==> config.mk <==
export PLATFORM = sky130hd
export DESIGN_NAME = code_loader
export DESIGN_NICKNAME = d
export VERILOG_FILES = /design/src/rtl/code_loader_pkg.sv /design/src/rtl/code_loader_reg.sv /design/src/rtl/code_loader.sv
export SDC_FILE = /design/constraint.sdc
export NUM_CORES = 1
export LEC_CHECK = 0
export ABC_AREA = 1
export BUFFER_PORTS_ARGS = -buffer_cell sky130_fd_sc_hd__buf_2
export CAP_MARGIN = 15
export CORE_AREA = 2 2 108 110
export DETAILED_ROUTE_END_ITERATION = 7
export DIE_AREA = 0 0 110 112
export PLACE_DENSITY = 0.52
export REMOVE_ABC_BUFFERS = 1
export SETUP_SLACK_MARGIN = 0.05
export SYNTH_ARGS = -nofsm -noshare
export SYNTH_HDL_FRONTEND = slang
export SYNTH_SLANG_ARGS = --single-unit
==> constraint.sdc <==
create_clock -name clk -period 2.3 [get_ports clk]
set_clock_uncertainty 0.15 [all_clocks]
set_input_delay 0.23 -clock clk [delete_from_list [all_inputs] [get_ports clk]]
set_output_delay 0.23 -clock clk [all_outputs]
set_load 0.02 [all_outputs]
==> src/rtl/code_loader_pkg.sv <==
// Shared definitions for the byte-stream code-memory boot loader.
package code_loader_pkg;

    localparam int LOADER_ADDR_W    = 9;
    localparam int LOADER_WORD_W    = 16;
    localparam int LOADER_MAX_WORDS = 512;
    localparam int LOADER_CNT_W     = 10;

    // Loader FSM states, 4-bit encoded.
    typedef enum logic [3:0] {
        ST_IDLE    = 4'd0,
        ST_LEN_HI  = 4'd1,
        ST_LEN_LO  = 4'd2,
        ST_DATA_HI = 4'd3,
        ST_DATA_LO = 4'd4,
        ST_WRITE   = 4'd5,
        ST_CHECK   = 4'd6,
        ST_DONE    = 4'd7,
        ST_ERR     = 4'd8
    } state_t;

    // Order of fields on the wire: length (high byte first), LEN words
    // sent as (HI, LO) byte pairs, then the checksum byte.
    typedef enum logic [1:0] {
        FLD_LEN_HI = 2'd0,
        FLD_LEN_LO = 2'd1,
        FLD_DATA   = 2'd2,
        FLD_CHK    = 2'd3
    } frame_field_t;

    // States in which a stream byte may be accepted.
    function automatic logic takes_byte(input state_t s);
        return (s == ST_LEN_HI) || (s == ST_LEN_LO) || (s == ST_DATA_HI) ||
               (s == ST_DATA_LO) || (s == ST_CHECK);
    endfunction

    // States that make up an active load.
    function automatic logic is_busy(input state_t s);
        return takes_byte(s) || (s == ST_WRITE);
    endfunction

endpackage

==> src/rtl/code_loader_reg.sv <==
// Generic load-enabled holding register with asynchronous clear.
module code_loader_reg #(
    parameter int W = 8
) (
    input  logic         clk,
    input  logic         rst,
    input  logic         i_en,
    input  logic [W-1:0] i_d,
    output logic [W-1:0] o_q
);

    // Capture i_d when enabled; clear on reset.
    always_ff @(posedge clk or posedge rst) begin
        if (rst) begin
            o_q <= '0;
        end else if (i_en) begin
            o_q <= i_d;
        end
    end

endmodule

==> src/rtl/code_loader.sv <==
// Boot loader: receives a length-framed, checksummed image over a byte
// stream, writes it into code memory and then releases the core via run.
module code_loader
    import code_loader_pkg::*;
#(
    parameter int ADDR_W    = LOADER_ADDR_W,
    parameter int WORD_W    = LOADER_WORD_W,
    parameter int MAX_WORDS = LOADER_MAX_WORDS
) (
    input  logic                    clk,
    input  logic                    rst,
    input  logic                    start,
    input  logic [7:0]              rx_data,
    input  logic                    rx_valid,
    output logic                    rx_ready,
    output logic                    code_w_en,
    output logic [ADDR_W-1:0]       code_addr,
    output logic [WORD_W-1:0]       code_data,
    output logic                    run,
    output logic                    busy,
    output logic                    done,
    output logic                    error,
    output logic [LOADER_CNT_W-1:0] words_loaded
);

    state_t                  r_state;
    state_t                  w_next;
    logic [ADDR_W-1:0]       r_addr;
    logic [LOADER_CNT_W-1:0] r_words;
    logic [7:0]              r_sum;

    logic                    w_hs;
    logic                    w_clear;
    logic [7:0]              w_len_hi;
    logic [15:0]             w_len_full;
    logic [LOADER_CNT_W-1:0] w_len;
    logic                    w_len_bad;
    logic [LOADER_CNT_W-1:0] w_words_inc;
    logic                    w_last;
    logic [7:0]              w_sum_chk;
    logic [7:0]              w_hi;
    logic [7:0]              w_lo;

    assign w_hs        = rx_valid && rx_ready;
    assign w_clear     = start && ((r_state == ST_IDLE) || (r_state == ST_DONE) ||
                                   (r_state == ST_ERR));
    assign w_len_full  = {w_len_hi, rx_data};
    assign w_len_bad   = (w_len_full == 16'd0) || (32'(w_len_full) > MAX_WORDS);
    assign w_words_inc = r_words + 1'b1;
    assign w_last      = (w_words_inc == w_len);
    assign w_sum_chk   = r_sum + rx_data;

    // Length is only ever consumed after a successful LEN_LO check, so the
    // low 10 bits hold the whole accepted value.
    code_loader_reg #(.W(8)) u_len_hi (
        .clk (clk),
        .rst (rst),
        .i_en(w_hs && (r_state == ST_LEN_HI)),
        .i_d (rx_data),
        .o_q (w_len_hi)
    );

    code_loader_reg #(.W(LOADER_CNT_W)) u_len (
        .clk (clk),
        .rst (rst),
        .i_en(w_hs && (r_state == ST_LEN_LO)),
        .i_d (w_len_full[LOADER_CNT_W-1:0]),
        .o_q (w_len)
    );

    code_loader_reg #(.W(8)) u_data_hi (
        .clk (clk),
        .rst (rst),
        .i_en(w_hs && (r_state == ST_DATA_HI)),
        .i_d (rx_data),
        .o_q (w_hi)
    );

    code_loader_reg #(.W(8)) u_data_lo (
        .clk (clk),
        .rst (rst),
        .i_en(w_hs && (r_state == ST_DATA_LO)),
        .i_d (rx_data),
        .o_q (w_lo)
    );

    // State register.
    always_ff @(posedge clk or posedge rst) begin
        if (rst) begin
            r_state <= ST_IDLE;
        end else begin
            r_state <= w_next;
        end
    end

    // Next-state logic; start is only honoured outside an active load.
    always_comb begin
        w_next = r_state;
        case (r_state)
            ST_IDLE, ST_DONE, ST_ERR: if (start) w_next = ST_LEN_HI;
            ST_LEN_HI:  if (w_hs) w_next = ST_LEN_LO;
            ST_LEN_LO:  if (w_hs) w_next = w_len_bad ? ST_ERR : ST_DATA_HI;
            ST_DATA_HI: if (w_hs) w_next = ST_DATA_LO;
            ST_DATA_LO: if (w_hs) w_next = ST_WRITE;
            ST_WRITE:   w_next = w_last ? ST_CHECK : ST_DATA_HI;
            ST_CHECK:   if (w_hs) w_next = (w_sum_chk == 8'd0) ? ST_DONE : ST_ERR;
            default:    w_next = ST_IDLE;
        endcase
    end

    // Address, word count and running checksum. The address holds at LEN-1
    // after the final write so a full image never wraps back to 0.
    always_ff @(posedge clk or posedge rst) begin
        if (rst) begin
            r_addr  <= '0;
            r_words <= '0;
            r_sum   <= '0;
        end else if (w_clear) begin
            r_addr  <= '0;
            r_words <= '0;
            r_sum   <= '0;
        end else begin
            if (w_hs && ((r_state == ST_DATA_HI) || (r_state == ST_DATA_LO))) begin
                r_sum <= w_sum_chk;
            end
            if (r_state == ST_WRITE) begin
                r_words <= w_words_inc;
                if (!w_last) begin
                    r_addr <= r_addr + 1'b1;
                end
            end
        end
    end

    assign rx_ready     = takes_byte(r_state);
    assign code_w_en    = (r_state == ST_WRITE);
    assign code_addr    = r_addr;
    assign code_data    = {w_hi, w_lo};
    assign run          = (r_state == ST_DONE);
    assign done         = (r_state == ST_DONE);
    assign error        = (r_state == ST_ERR);
    assign busy         = is_busy(r_state);
    assign words_loaded = r_words;

endmodule
Word-level counts from Yosys, hierarchy flattened

Cells that the tools add are included.

Output and inout port bits: 41
Register bits: 65

Reductions and logical operators: 24
Add/sub/neg operators: 3
Magnitude comparators: 1
Mux-type cells: 17
Equal/unequal tests: 16

Operators by type and width:

| kind                                                  | number |
|---|---|
| 2-to-1 mux 4 bit                                      | 8 |
| case mux 4 bit (7 select lines)                       | 1 |
| 2-to-1 mux 9 bit                                      | 3 |
| 2-to-1 mux 10 bit                                     | 2 |
| == test 4 x 3 -> 1 bit (second input constant)        | 4 |
| > comparator 16 x 10 -> 1 bit (second input constant) | 1 |
| logical NOT 16 bit                                    | 1 |
| 2-to-1 mux 8 bit                                      | 2 |
| != test 2 bit (second input constant)                 | 7 |
| adder 10 x 1 -> 10 bit (second input constant)        | 1 |
| == test 10 bit                                        | 1 |
| adder 9 x 1 -> 9 bit (second input constant)          | 1 |
| logical OR 1 bit                                      | 9 |
| adder 8 bit                                           | 1 |
| == test 4 x 2 -> 1 bit (second input constant)        | 2 |
| logical NOT 8 bit                                     | 1 |
| logical AND 1 bit                                     | 7 |
| AND reduction 6 bit                                   | 1 |
| == test 4 x 1 -> 1 bit (second input constant)        | 1 |
| == test 4 bit (second input constant)                 | 1 |
| logical NOT 4 bit                                     | 1 |
| nonzero test 2 bit                                    | 2 |
| 2-to-1 mux 3 bit                                      | 1 |
| OR reduction 3 bit                                    | 1 |
| AND reduction 2 bit                                   | 1 |

Depth between registers and ports, before layout

Depth after elaboration: 9
Gate-level depth with buffers: 15

By module

Synthesis repeated with hierarchy kept, for this count alone.

Cells, all modules: 515
Area, all modules: 3792.4 um^2

By module, submodules not included:

| module                          | area an instance (um^2) | instances | cells an instance | sequential area each (um^2) |
|---|---|---|---|---|
| code_loader                     | 2483.6                  | 1         | 367               | 775.7 |
| code_loader_reg (u_data_hi ...) | 309.0                   | 3         | 35                | 200.2 |
| code_loader_reg (u_len)         | 381.6                   | 1         | 43                | 250.2 |

Least setup slack after synthesis

OpenSTA, ideal clock, no wires.

Path type: reg2reg
From: register r_words[0], in the netlist words_loaded[0]
To: register r_state[0]
Setup time: 0.117 ns
Period minus slack after synthesis: 2.090 ns
Arrival time: 1.824 ns
Path slack: 0.210 ns
Data required time: 2.033 ns
Stages on the path, launching flop included: 16
Path buffers: 1
Cell sequence: dfrtp_1 -> ha_1 -> nand2_1 -> nor2_2 -> nand2_1 -> nand2_2 -> nand2_1 -> nand2_2 -> nand2_2 -> nor2_2 -> nand4_2 -> buf_6 -> nand2_4 -> nand3_2 -> nand2_1 -> nand2_1

Cells in the longest elaborated chain, start to end: 4

RTL lines:

| what                            | RTL line           | RTL |
|---|---|---|
| start: declaration              | code_loader.sv:29  | `logic [LOADER_CNT_W-1:0] r_words;` |
| start signal: assignment        | code_loader.sv:127 | `r_words <= w_words_inc;` |
| adder 10 x 1 -> 10 bit          | code_loader.sv:49  | `assign w_words_inc = r_words + 1'b1;` |
| == test 10 bit                  | code_loader.sv:50  | `assign w_last = (w_words_inc == w_len);` |
| 2-to-1 mux 3 bit                | code_loader.sv:105 | `ST_WRITE: w_next = w_last ? ST_CHECK : ST_DATA_HI;` |
| case mux 4 bit (7 select lines) | code_loader.sv:99  | `case (r_state)` |
| end signal: assignment          | code_loader.sv:92  | `r_state <= w_next;` |
| end: declaration                | code_loader.sv:26  | `state_t r_state;` |

No other way between the ends.
A chain may end at the register's enable or synchronous reset.

Worst setup path after layout

From: register r_sum[0]
To: register r_state[1]

Cells in the longest elaborated chain, start to end: 5

RTL lines:

| what                            | RTL line           | RTL |
|---|---|---|
| start: declaration              | code_loader.sv:30  | `logic [7:0] r_sum;` |
| start signal: assignment        | code_loader.sv:124 | `r_sum <= w_sum_chk;` |
| adder 8 bit                     | code_loader.sv:51  | `assign w_sum_chk = r_sum + rx_data;` |
| logical NOT 8 bit               | code_loader.sv:106 | `ST_CHECK: if (w_hs) w_next = (w_sum_chk == 8'd0) ? ST_DONE : ST_ERR;` |
| 2-to-1 mux 4 bit (2 in a row)   | code_loader.sv:106 |  |
| case mux 4 bit (7 select lines) | code_loader.sv:99  |  |

No other way between the ends. The select of a mux whose other input is x is not followed.

==> key figures <==
Clock network
  • Skew-Pair Late Insertion Delay: approximately 330 ps
  • Num Clock Sinks: 65
  • Reg clk slew, reported paths: ~60 ps
  • CTS Buffer Depth: 2
  • H-tree levels: 3
  • Clk root buf: clkbuf_16
  • CTS Buf Count: 9
  • CTS tree: done

Worst setup path
  • Crit Path Class: reg -> reg
  • Slowest CP cell: dfrtp_1
  • Crit path max fanout: 3
  • Worst R2R Start: r_sum[0]
  • Startpoint types: register
  • Critical Path Max Stage Delay: slightly above 400 ps
  • Cells on worst reg2reg path: 10
  • Delay-heaviest family, CP: simple AND/OR/NAND/NOR gates
  • Setup slack, reg-to-reg: roughly 150 ps
  • Worst r2r dst: r_state[1]
  • Worst path cell trace: ha_4 -> fa_2 -> xor2_1 -> nor3_1 -> nand3_1 -> nor2_2 -> nand4_1 -> nand3_1 -> nand2_1 -> nand2_1
  • Buf+Inv Stages, Crit Path: 0
  • WP data arrival: 2270 ps
  • CP required: about 2400 ps
  • Crit. End Element: register

Synthesis
  • Cell variety after synth: 38
  • Synth Cell Area: between 3000 and 4000 sq um
  • Yosys warnings: 0
  • Post-synthesis sequential area ratio: 0.4262
  • Syn Inst Count: 484
  • Yosys reg bits: between 60 and 70
  • Synthesized area per cell: about 7.9 sq um
  • Most used DFF post-synth: dfrtp_1
  • Ys async rst share: 1.000
  • Cell taking the most area after synthesis: dfrtp_1
  • Synth area leaders: dfrtp_1, nand2_1, nand3_1
  • Most frequent cell after synthesis: nand2_1
  • Post-synth EDFFs: 0
  • Synth cell count leaders: nand2_1, dfrtp_1, inv_1
  • Post-synth top area share: 0.4262

Route
  • Vias: 3305
  • DRT iter0 DRCs: around 190
  • Drt pass-1 iters: 6
  • DRT antenna net count: 0
  • Avg Vias per Cell: between 4 and 5
  • WL/cell: approximately 14 um
  • Routed wire length: 9589 um
  • DRC: 0

GRT
  • Antenna violations before repair: 0
  • Congestion Overflow GR: 0
  • First-pass GRT wire length: ~16000 um
  • Largest net degree at the start of global routing: 35
  • Vias in the first global route: 3200
  • GRT Overall Usage: 0.1629

Status
  • Status: finished, final reports clean

Die
  • Full die area: 12320 sq um
  • I/O pin cnt: between 50 and 60
  • Rows: 39
  • Die width: 110 um
  • Core area: about 11000 sq um
  • Die Ht: about 110 um
  • Initial Util: 0.3415

Timing
  • Period utilization: 0.9365
  • Tmin final: around 2200 ps
  • Worst slew pin tran: approximately 750 ps
  • Maximum achievable frequency: approximately 0.46 GHz
  • TNS Setup: 0 ps
  • Final hold violation count: 0
  • Final setup fails: 0
  • Final Max Slew Viols: 0
  • WHS: slightly above 80 ps
  • Slew margin rel.: 0.4990
  • Unrepaired setup endpoints after global routing: true

Layout
  • Core Util, Final: 0.4187
  • Final std cells w/o fill: around 700
  • Layout cells sized above 1: 0.2377
  • Final net count: between 500 and 600
  • Diodes inserted: 0
  • Area Growth Syn to Fin: 22.59%
  • Fillers: 1104

Placed design
  • Dpl cells: about 680
  • Placer Congestion: between 0.8 and 0.9
  • Hpwl dp: slightly below 7000 um
  • IO buf count: 52

Worst hold path
  • Hold Path Depth: 4
  • HP Start: rx_valid
  • Worst hold path type: in -> reg
  • Hold Path Sink: r_state[1]

Power
  • Pwr Density: between 1000 and 1500 nW/um^2
  • Max VDD drop: approximately 0.65 mV
  • Leak: 2.452 nW
  • Tot Pwr: between 5 and 6 mW

Job
  • Max_cap viols: 0
kinds of logic after synthesis:
logic type      synth area share
simple gates              0.3410
fa+ha+maj                0.03475
xor+xnor                 0.03574
flops                     0.4262
compound gates           0.08820
buf+inv                  0.07410
cell usage in the layout (no fill, tap or decap), types with 2 or more instances in the layout:
| cell | synthesis | routed |
|---|---|---|
| clkbuf_8 | 0 | 2 |
| a21oi_1 | 6 | 6 |
| nor2_4 | 6 | 7 |
| nand3b_1 | 4 | 4 |
| nand2_1 | 146 | 142 |
| nand3_2 | 3 | 4 |
| nor2_1 | 21 | 20 |
| nor2_2 | 4 | 4 |
| buf_2 | 1 | 52 |
| xnor2_2 | 0 | 2 |
| ha_1 | 9 | 7 |
| o22ai_1 | 7 | 7 |
| nand2_2 | 5 | 9 |
| nand4_1 | 14 | 14 |
| nor3_1 | 8 | 8 |
| buf_4 | 2 | 7 |
| xnor2_1 | 5 | 3 |
| o21ai_1 | 10 | 11 |
| inv_2 | 8 | 9 |
| o21ai_0 | 31 | 30 |
| xor2_1 | 8 | 8 |
| or2_2 | 2 | 2 |
| dfrtp_1 | 65 | 65 |
| nand2_4 | 5 | 5 |
| inv_1 | 47 | 46 |
| nand3_1 | 45 | 44 |
| o21ai_2 | 3 | 4 |
| clkbuf_16 | 0 | 9 |
| bufinv_16 | 0 | 2 |
report_power, final:
group | leakage (nW) | internal (mW) | switching [mW]
clock | 0.158 | 1.00 | 0.505
sequential | 0.859 | 1.54 | 0.307
combinational | 1.44 | 0.874 | 1.61
total | 2.45 | 3.42 | 2.42
stage by stage:
step	area [sq um]	setup WS (ps)
global placement	4259	110.9
finish	4678	146.0
detailed placement	4259	46.50
CTS	4608	72.67
global route	4678	34.69
floorplan	3755	66.75
final cells by class:
type / count / area (sq um) / area share
Tap cell: 143 / 178.9 / 0.03825
Sequential cell: 65 / 1627 / 0.3477
Clock buffer: 11 / 252.7 / 0.05403
Timing Repair Buffer: 61 / 342.8 / 0.07328
Inverter: 57 / 221.5 / 0.04734
Multi-Input combinational cell: 353 / 1979 / 0.4231
Clock inverter: 4 / 76.32 / 0.01631
flip-flops by register name, summed over array words and instances, names as in the netlist:
register and count:
code_addr 9, r_state 4, r_sum 8, u_data_hi.o_q 8
u_data_lo.o_q 8, u_len.o_q 10, u_len_hi.o_q 8, words_loaded 10
worst register-to-register path, cell delays in order (launching register included):
cell,delay (ps)
dfrtp_1,410
ha_4,180
fa_2,360
xor2_1,180
nor3_1,170
nand3_1,120
nor2_2,110
nand4_1,160
nand3_1,150
nand2_1,60
nand2_1,50
routing by layer:
| layer | vias to the layer above | track usage | wire, um |
|---|---|---|---|
| li1 | 1707 | - | - |
| met1 | 1532 | 0.2159 | 4628 |
| met2 | 56 | 0.2536 | 4462 |
| met3 | 10 | 0.04274 | 364 |
| met4 | 0 | 0.06076 | 133 |
| met5 | - | 0 | 0 |
worst max path at each step:
stage                     from           end  slack [ps]  depth (start not counted)
2_1_floorplan  words_loaded[0]  code_addr[5]          70                         13
3_3_place_gp          r_sum[0]    r_state[2]         110                         10
4_1_cts        words_loaded[0]  code_addr[7]          70                         13
6_report              r_sum[0]    r_state[1]         150                         10
3_5_place_dp          r_sum[0]    r_state[2]          50                         11
5_1_grt               r_sum[0]    r_state[1]          30                         13
what timing repair did:
action / CTS / global route
resized for setup: 2 / 13
cloned: 0 / 1
endpoints found under the hold margin: 31 / 0
pin swaps: 0 / 5
hold buffers: 1 / 0
endpoints found under the setup margin: 3 / 13
setup buffers: 0 / 1
Power figures use the tool's default switching activity.
